$ cat src/rtl/ysyx_22040750_pc_fetch.sv
// ysyx_22040750_pc_fetch
// Instruction fetch front end. Owns the architectural PC, takes the next PC
// from the next-PC unit over a valid/ready link, issues exactly one
// instruction read at a time, and presents {pc, snpc, inst, fault} to the
// IF/ID register. A flush kills whatever instruction is queued, held or in
// flight. An in-flight bus read cannot be withdrawn, so its response is
// swallowed when it eventually arrives.
module ysyx_22040750_pc_fetch #(
    parameter logic [31:0] RESET_PC = 32'h8000_0000,
    parameter logic [31:0] NOP_INST = 32'h0000_0013
) (
    input  logic        I_clk,
    input  logic        I_rst_n,

    // Next-PC link.
    input  logic [31:0] I_dnpc,
    input  logic        I_dnpc_valid,
    output logic        O_dnpc_ready,

    // Redirect kill.
    input  logic        I_flush,

    // Instruction bus, request channel.
    output logic        O_imem_req_valid,
    input  logic        I_imem_req_ready,
    output logic [31:0] O_imem_addr,

    // Instruction bus, response channel.
    input  logic        I_imem_rsp_valid,
    output logic        O_imem_rsp_ready,
    input  logic [31:0] I_imem_rsp_data,
    input  logic        I_imem_rsp_err,

    // IF/ID register link.
    output logic        O_IF_ID_valid,
    input  logic        I_IF_ID_ready,
    output logic [31:0] O_pc,
    output logic [31:0] O_snpc,
    output logic [31:0] O_inst,
    output logic        O_fault
);

    // REQ  : request for pc_q is on the bus, waiting for acceptance
    // WAIT : request accepted, waiting for the response
    // HOLD : instruction presented to IF/ID, waiting for the handshake
    // NEXT : waiting for the next PC from the next-PC unit
    typedef enum logic [1:0] {
        S_REQ  = 2'd0,
        S_WAIT = 2'd1,
        S_HOLD = 2'd2,
        S_NEXT = 2'd3
    } state_e;

    state_e      state_q, state_d;
    logic [31:0] pc_q,    pc_d;
    logic [31:0] inst_q,  inst_d;
    logic        fault_q, fault_d;
    logic        drop_q,  drop_d;

    // Low for the first cycle after reset release. Reset leaves the FSM in
    // REQ, so without this the request would appear while reset is still
    // asserted instead of one cycle after release.
    logic        live_q;

    logic        req_fire;
    logic        rsp_fire;
    logic        dnpc_fire;
    logic        misaligned;

    // Output decode: everything comes from registers except IF/ID valid,
    // which a same-cycle flush must suppress.
    always_comb begin
        O_imem_req_valid = live_q && (state_q == S_REQ);
        O_imem_rsp_ready = (state_q == S_WAIT);
        O_dnpc_ready     = (state_q == S_NEXT);
        O_IF_ID_valid    = (state_q == S_HOLD) && !I_flush;
        O_imem_addr      = pc_q;
        O_pc             = pc_q;
        O_snpc           = pc_q + 32'd4;
        O_inst           = inst_q;
        O_fault          = fault_q;
    end

    // Handshake strobes shared by the next-state logic.
    always_comb begin
        req_fire   = O_imem_req_valid && I_imem_req_ready;
        rsp_fire   = O_imem_rsp_ready && I_imem_rsp_valid;
        dnpc_fire  = O_dnpc_ready && I_dnpc_valid;
        misaligned = (I_dnpc[1:0] != 2'b00);
    end

    // Next-state logic for the fetch FSM and its datapath registers.
    always_comb begin
        // NOTE: every variable assigned here gets a default first, so no
        // path through the case statement can leave one unassigned and
        // infer a latch.
        state_d = state_q;
        pc_d    = pc_q;
        inst_d  = inst_q;
        fault_d = fault_q;
        drop_d  = drop_q;

        unique case (state_q)
            S_REQ: begin
                // The request cannot be withdrawn once raised; a flush only
                // marks its eventual response for discard.
                if (I_flush) begin
                    drop_d = 1'b1;
                end
                if (req_fire) begin
                    state_d = S_WAIT;
                end
            end

            S_WAIT: begin
                if (rsp_fire) begin
                    if (drop_q || I_flush) begin
                        // Killed fetch: swallow the data and ask for a new PC.
                        drop_d  = 1'b0;
                        state_d = S_NEXT;
                    end else begin
                        inst_d  = I_imem_rsp_err ? NOP_INST : I_imem_rsp_data;
                        fault_d = I_imem_rsp_err;
                        state_d = S_HOLD;
                    end
                end else if (I_flush) begin
                    drop_d = 1'b1;
                end
            end

            S_HOLD: begin
                // Flush wins over a same-cycle IF/ID ready; both leave HOLD.
                if (I_flush || I_IF_ID_ready) begin
                    state_d = S_NEXT;
                end
            end

            S_NEXT: begin
                if (dnpc_fire) begin
                    pc_d = I_dnpc;
                    if (misaligned) begin
                        // Never put a misaligned address on the bus; present
                        // a faulting NOP instead.
                        inst_d  = NOP_INST;
                        fault_d = 1'b1;
                        state_d = S_HOLD;
                    end else begin
                        fault_d = 1'b0;
                        state_d = S_REQ;
                    end
                end
            end

            default: begin
                state_d = S_REQ;
            end
        endcase
    end

    // State registers with asynchronous active-low reset.
    always_ff @(posedge I_clk or negedge I_rst_n) begin
        if (!I_rst_n) begin
            state_q <= S_REQ;
            pc_q    <= RESET_PC;
            inst_q  <= '0;
            fault_q <= 1'b0;
            drop_q  <= 1'b0;
            live_q  <= 1'b0;
        end else begin
            // NOTE: non-blocking assignments so every register samples the
            // pre-edge values regardless of statement order.
            state_q <= state_d;
            pc_q    <= pc_d;
            inst_q  <= inst_d;
            fault_q <= fault_d;
            drop_q  <= drop_d;
            live_q  <= 1'b1;
        end
    end

endmodule

$ cat config.mk
export PLATFORM = sky130hd
export DESIGN_NAME = ysyx_22040750_pc_fetch
export DESIGN_NICKNAME = d
export VERILOG_FILES = /design/src/rtl/ysyx_22040750_pc_fetch.sv
export SDC_FILE = /design/constraint.sdc
export NUM_CORES = 1
export LEC_CHECK = 0
export ABC_AREA = 1
export BUFFER_PORTS_ARGS = -buffer_cell sky130_fd_sc_hd__buf_2
export CORE_MARGIN = 3
export CORE_UTILIZATION = 50
export CTS_CLUSTER_DIAMETER = 40
export DETAILED_ROUTE_END_ITERATION = 8
export PLACE_DENSITY = 0.86
export SYNTH_ARGS = -nofsm -noshare
export SYNTH_HDL_FRONTEND = slang
export SYNTH_SLANG_ARGS = --single-unit
export TNS_END_PERCENT = 20
$ cat constraint.sdc
create_clock -name I_clk -period 2.7 [get_ports I_clk]
set_input_delay 0.135 -clock I_clk [delete_from_list [all_inputs] [get_ports I_clk]]
set_output_delay 0.135 -clock I_clk [all_outputs]
set_load 0.1 [all_outputs]
# Word level (Yosys, flattened, before mapping)
# Index checks and enable logic that the tools add are counted.
# word_totals
reg_bits	69
# op_classes
add_sub_neg	1
eq_ne	10
muxes	22
reduce_logical	17
# ops
operator	count
32-bit 2-to-1 mux	5
32-bit case mux with 2 select lines	1
32-bit by 3-bit adder with 32-bit output, second input constant	1
2-bit 2-to-1 mux	5
1-bit 2-to-1 mux	8
2-bit by 1-bit inequality test with 1-bit output, second input constant	4
2-bit case mux with 4 select lines	1
4-bit AND reduction	2
2-bit nonzero test	3
1-bit logical AND	5
5-bit AND reduction	1
2-bit == test, second input constant	2
2-bit inequality test, second input constant	2
1-bit case mux with 2 select lines	2
2-bit AND reduction	2
3-bit by 2-bit inequality test with 1-bit output, second input constant	1
2-bit by 1-bit == test with 1-bit output, second input constant	1
2-bit zero test	1
1-bit logical OR	2
1-bit zero test	1

# Longest topological paths before layout
# logic_depth
depth_word	5
depth_mapped	9
ltp_nobuf	8

# Least setup slack after synthesis
# Ideal clock, no wire load.
# synth_timing
kind	reg2out
from	register pc_q[2] (netlist: O_imem_addr[2])
to	output O_snpc[15]
arrival_ps	3741
required_time_ps	2565
slack_ps	-1176
stages_incl_launch_ff	6
n_path_buf	0
path_cell_list	dfrtp_1 inv_1 nor2_1 nand2_1 nor2_4 xor2_1
# synth_between
elab_chain_cells	1
# synth_rtl
element	line_no	rtl
start: declaration	55	logic [31:0] pc_q, pc_d;
start signal: assignment	173	pc_q <= pc_d;
32-bit by 3-bit adder with 32-bit output	79	O_snpc = pc_q + 32'd4;
end: declaration	38	output logic [31:0] O_snpc,
# No other way between the ends.

# Worst setup path in the final report
# layout_timing
from	register pc_q[3] (netlist: O_imem_addr[3])
to	output O_snpc[22]
# The elaborated chain is that of the path after synthesis.

==> metrics.md <==
| Metric | Value |
|---|---|
| Status | complete, no violations |
| GPL Wtd Cong | 0.866 |
| Crit path capture type | output pin |
| Synthesis-stage register bit count | 69 |
| Setup bufs post-CTS | 0 |
| Cell repeated most along the worst path | nand2_1 |
| Syn_nets | 676 |
| WL final | 12.0 mm |
| Post-synth cell types | 27 |
| CTS tree | built |
| Die Wd | 97.4 microns |
| Crit path arrival time | 2.28 ns |
| Top cells by area, synth | dfrtp_1 (41%), nand2_1 (21%), nand3_1 (7.8%), nor2_1 (7.6%), buf_4 (6.6%) |
| ANT nets after route | 0 |
| Die height | 97.4 microns |
| Root Buffer | clkbuf_8 |
| Largest net degree at the start of global routing | 70 |
| Final TNS setup | 0 ns |
| Reg clk slew, reported paths | 0.08 ns |
| Final Max Slew Viols | 0 |
| First-pass GRT wire length | 19.2 mm |
| RSZ-0062 raised after global routing | false |
| Resized cells post-CTS | 0 |
| DR vias | between 4000 and 5000 |
| Antenna violations before repair | 0 |
| Row count | 32 |
| Max Fclk | 414 MHz |
| Dpl hpwl | 9.11 mm |
| WP data required | 2.57 ns |
| Vias per cell | 5.06 |
| # Max-Cap Violations | 0 |
| Cell count after synthesis | 603 |
| Clock Path Buffers | 2 |
| CP Class | flip-flop to output pin |
| Syn_area_per_cell | 6.93 sq um |
| CP top delay family | simple AND/OR/NAND/NOR gates |
| Share of cells above drive strength 1 | 0.326 |
| R2r startpoint | state_q[1]$_DFFE_PN0P_ |
| Inserted Clock Buffers | 9 |
| Top cell type's share of synthesized area | 0.407 |
| Yosys warns | 0 |
| WL per Instance | 13.8 microns |
| Hold Startpoint | I_dnpc[9] |
| CP Launch Point | O_imem_addr[3]$_DFFE_PN0P_ |
| Worst slew pin tran | roughly 0.90 ns |
| Area after DPL | 0.00509 sq mm |
| Fin crit period | 2.42 ns |
| Hold Path Class | input port to flip-flop |
| Crit Path Max Fanout | 6 |
| Post-synth top area cell | dfrtp_1 |
| Drt first-iter violations | roughly 180 |
| Full die area | 0.00949 sq mm |
| Setup crit start kind | flip-flop |
| Mapped cell area | 0.00418 sq mm |
| Core Area | 0.00793 sq mm |
| Clock Sinks | a little under 70 |
| GRT overflow | 0 |
| Vias in the first global route | 4005 |
| Sequential element share of the synthesized area | 0.413 |
| Final period util | 0.895 |
| R2R setup slack | 0.65 ns |
| Crit path buf inv count | 2 |
| Clk_skew | 0.0111 ns |
| Pre-Repair DR Iteration Count | 4 |
| I/O pin count | slightly above 200 |
| Worst r2r dst | O_inst[6]$_DFFE_PN0P_ |
| Worst rel slew slack | 0.402 |
| PortBufs | 204 |
| Initial Utilization | 0.527 |
| Slowest stage cell on the critical path | dfrtp_1 |
| Number of H-tree levels | 3 |
| Ant diodes | 0 |
| Cell area after layout | 0.00532 sq mm |
| Slowest stage delay, CP | 0.46 ns |
| Critical path, cell by cell | ha_1 > inv_1 > nor2_1 > nand2_1 > nor2_2 > nand3b_1 > nand2_1 > buf_2 |
| GRT Total Usage | 0.245 |
| Area Growth Syn to Fin | 27.2% |
| Worst-Skew Late Latency | 0.34 ns |
| Worst hold path stage count | 3 |
| Final setup fails | 0 |
| Hold path endpoint | O_imem_addr[9]$_DFFE_PN0P_ |
| Nets@finish | 838 |
| R2R cell count | 6 |
| DRC | 0 |
| Final hold vios | 0 |
[cell type report]
cell class	count	area, sq um
multi-input cells	442	2050
clock buffers	9	124
repair buffers	208	1060
clock inverters	6	88.8
fillers	701	2610
well taps	102	128
flip-flops and latches	69	1730
inverters	35	138
[kinds of logic after synthesis]
family                     Yosys count  synth area share
and+or+nand+nor                    408             0.407
adders and majority gates            1           0.00299
AOI/OAI and AO/OA                   17            0.0210
xor gates and xnor gates            15            0.0314
DFF                                 69             0.413
other                                1          0.000897
buffers and inverters               92             0.123
[placed cells by master, fill, tap and decap left out, types with 2 or more instances in the layout]
cell type / synthesis / layout
nand2_1: 237 / 237
dfrtp_1: 68 / 67
o21ai_0: 5 / 5
inv_2: 2 / 2
xor2_4: 0 / 3
clkinvlp_4: 0 / 3
nand3_1: 65 / 65
nand3b_1: 5 / 5
nand3_4: 2 / 2
xor2_1: 8 / 3
inv_1: 32 / 31
a21oi_1: 11 / 11
nor2_1: 85 / 85
clkbuf_8: 0 / 9
nor2_4: 2 / 2
nand2_2: 4 / 4
nor2_2: 3 / 3
xnor2_1: 7 / 3
buf_4: 37 / 4
buf_2: 3 / 203
xor2_2: 0 / 2
bufinv_16: 0 / 2
or2_2: 3 / 3
xnor2_2: 0 / 3
[state kept, by name, summed over array words and instances, names as in the netlist]
register     count
O_fault          1
O_imem_addr     32
O_inst          32
drop_q           1
live_q           1
state_q          2
[tightest hold or removal path: cells and delay by family]
kind	cells	cell delay, ns
buffers and inverters	1	0.07
AND/OR/NAND/NOR	2	0.12
[metrics by stage]
step / util / instances / hold slack (ns) / worst slack (ns)
floorplan: - / 603 / -0.161 / -0.594
global placement: 0.643 / 855 / 0.299 / 0.688
detailed placement: 0.643 / 855 / 0.322 / 0.661
CTS: 0.671 / 871 / 0.0117 / 0.275
global route: 0.671 / 871 / 0.0252 / 0.109
finish: 0.671 / 871 / 0.0237 / 0.283
[cells in the mapped netlist]
library cell  instances
inv_2                 2
nand2_2               4
nand3_4               2
dfrtp_1              68
buf_4                37
o211ai_1              1
nand3_1              65
dfstp_2               1
ha_1                  1
buf_6                 3
nor2_4                2
nor2_1               85
o21ai_0               5
inv_4                 1
or2_2                 3
xor2_1                8
nand2_1             237
a21oi_1              11
nand3b_1              5
clkbuf_1             14
nor3_1                1
conb_1                1
nand4_1               1
xnor2_1               7
buf_2                 3
nor2_2                3
inv_1                32
[worst max-delay path by stage]
stage                      end  slack, ns  cells after the start
global placement    O_snpc[17]       0.69                      6
floorplan           O_snpc[10]      -0.59                      5
CTS                 O_snpc[22]       0.28                      8
global route        O_snpc[22]       0.11                      8
finish              O_snpc[22]       0.28                      8
detailed placement  O_snpc[14]       0.66                      7
[layer usage]
layer / track usage / up-vias / share of wire / wire (microns)
li1: - / 2156 / - / -
met1: 0.295 / 2040 / 0.38 / 4600
met2: 0.441 / 197 / 0.52 / 6210
met3: 0.0546 / 18 / 0.083 / 993
met4: 0.0660 / 0 / 0.015 / 184
met5: 0 / - / 0 / 0
[what timing repair did]
action	CTS	global route
hold endpoints to repair	68	0
endpoints found under the setup margin	0	0
hold buffers	1	0
Power is not shown: default switching activity piles up to over one toggle a cycle in this logic, so the estimate is an artifact.
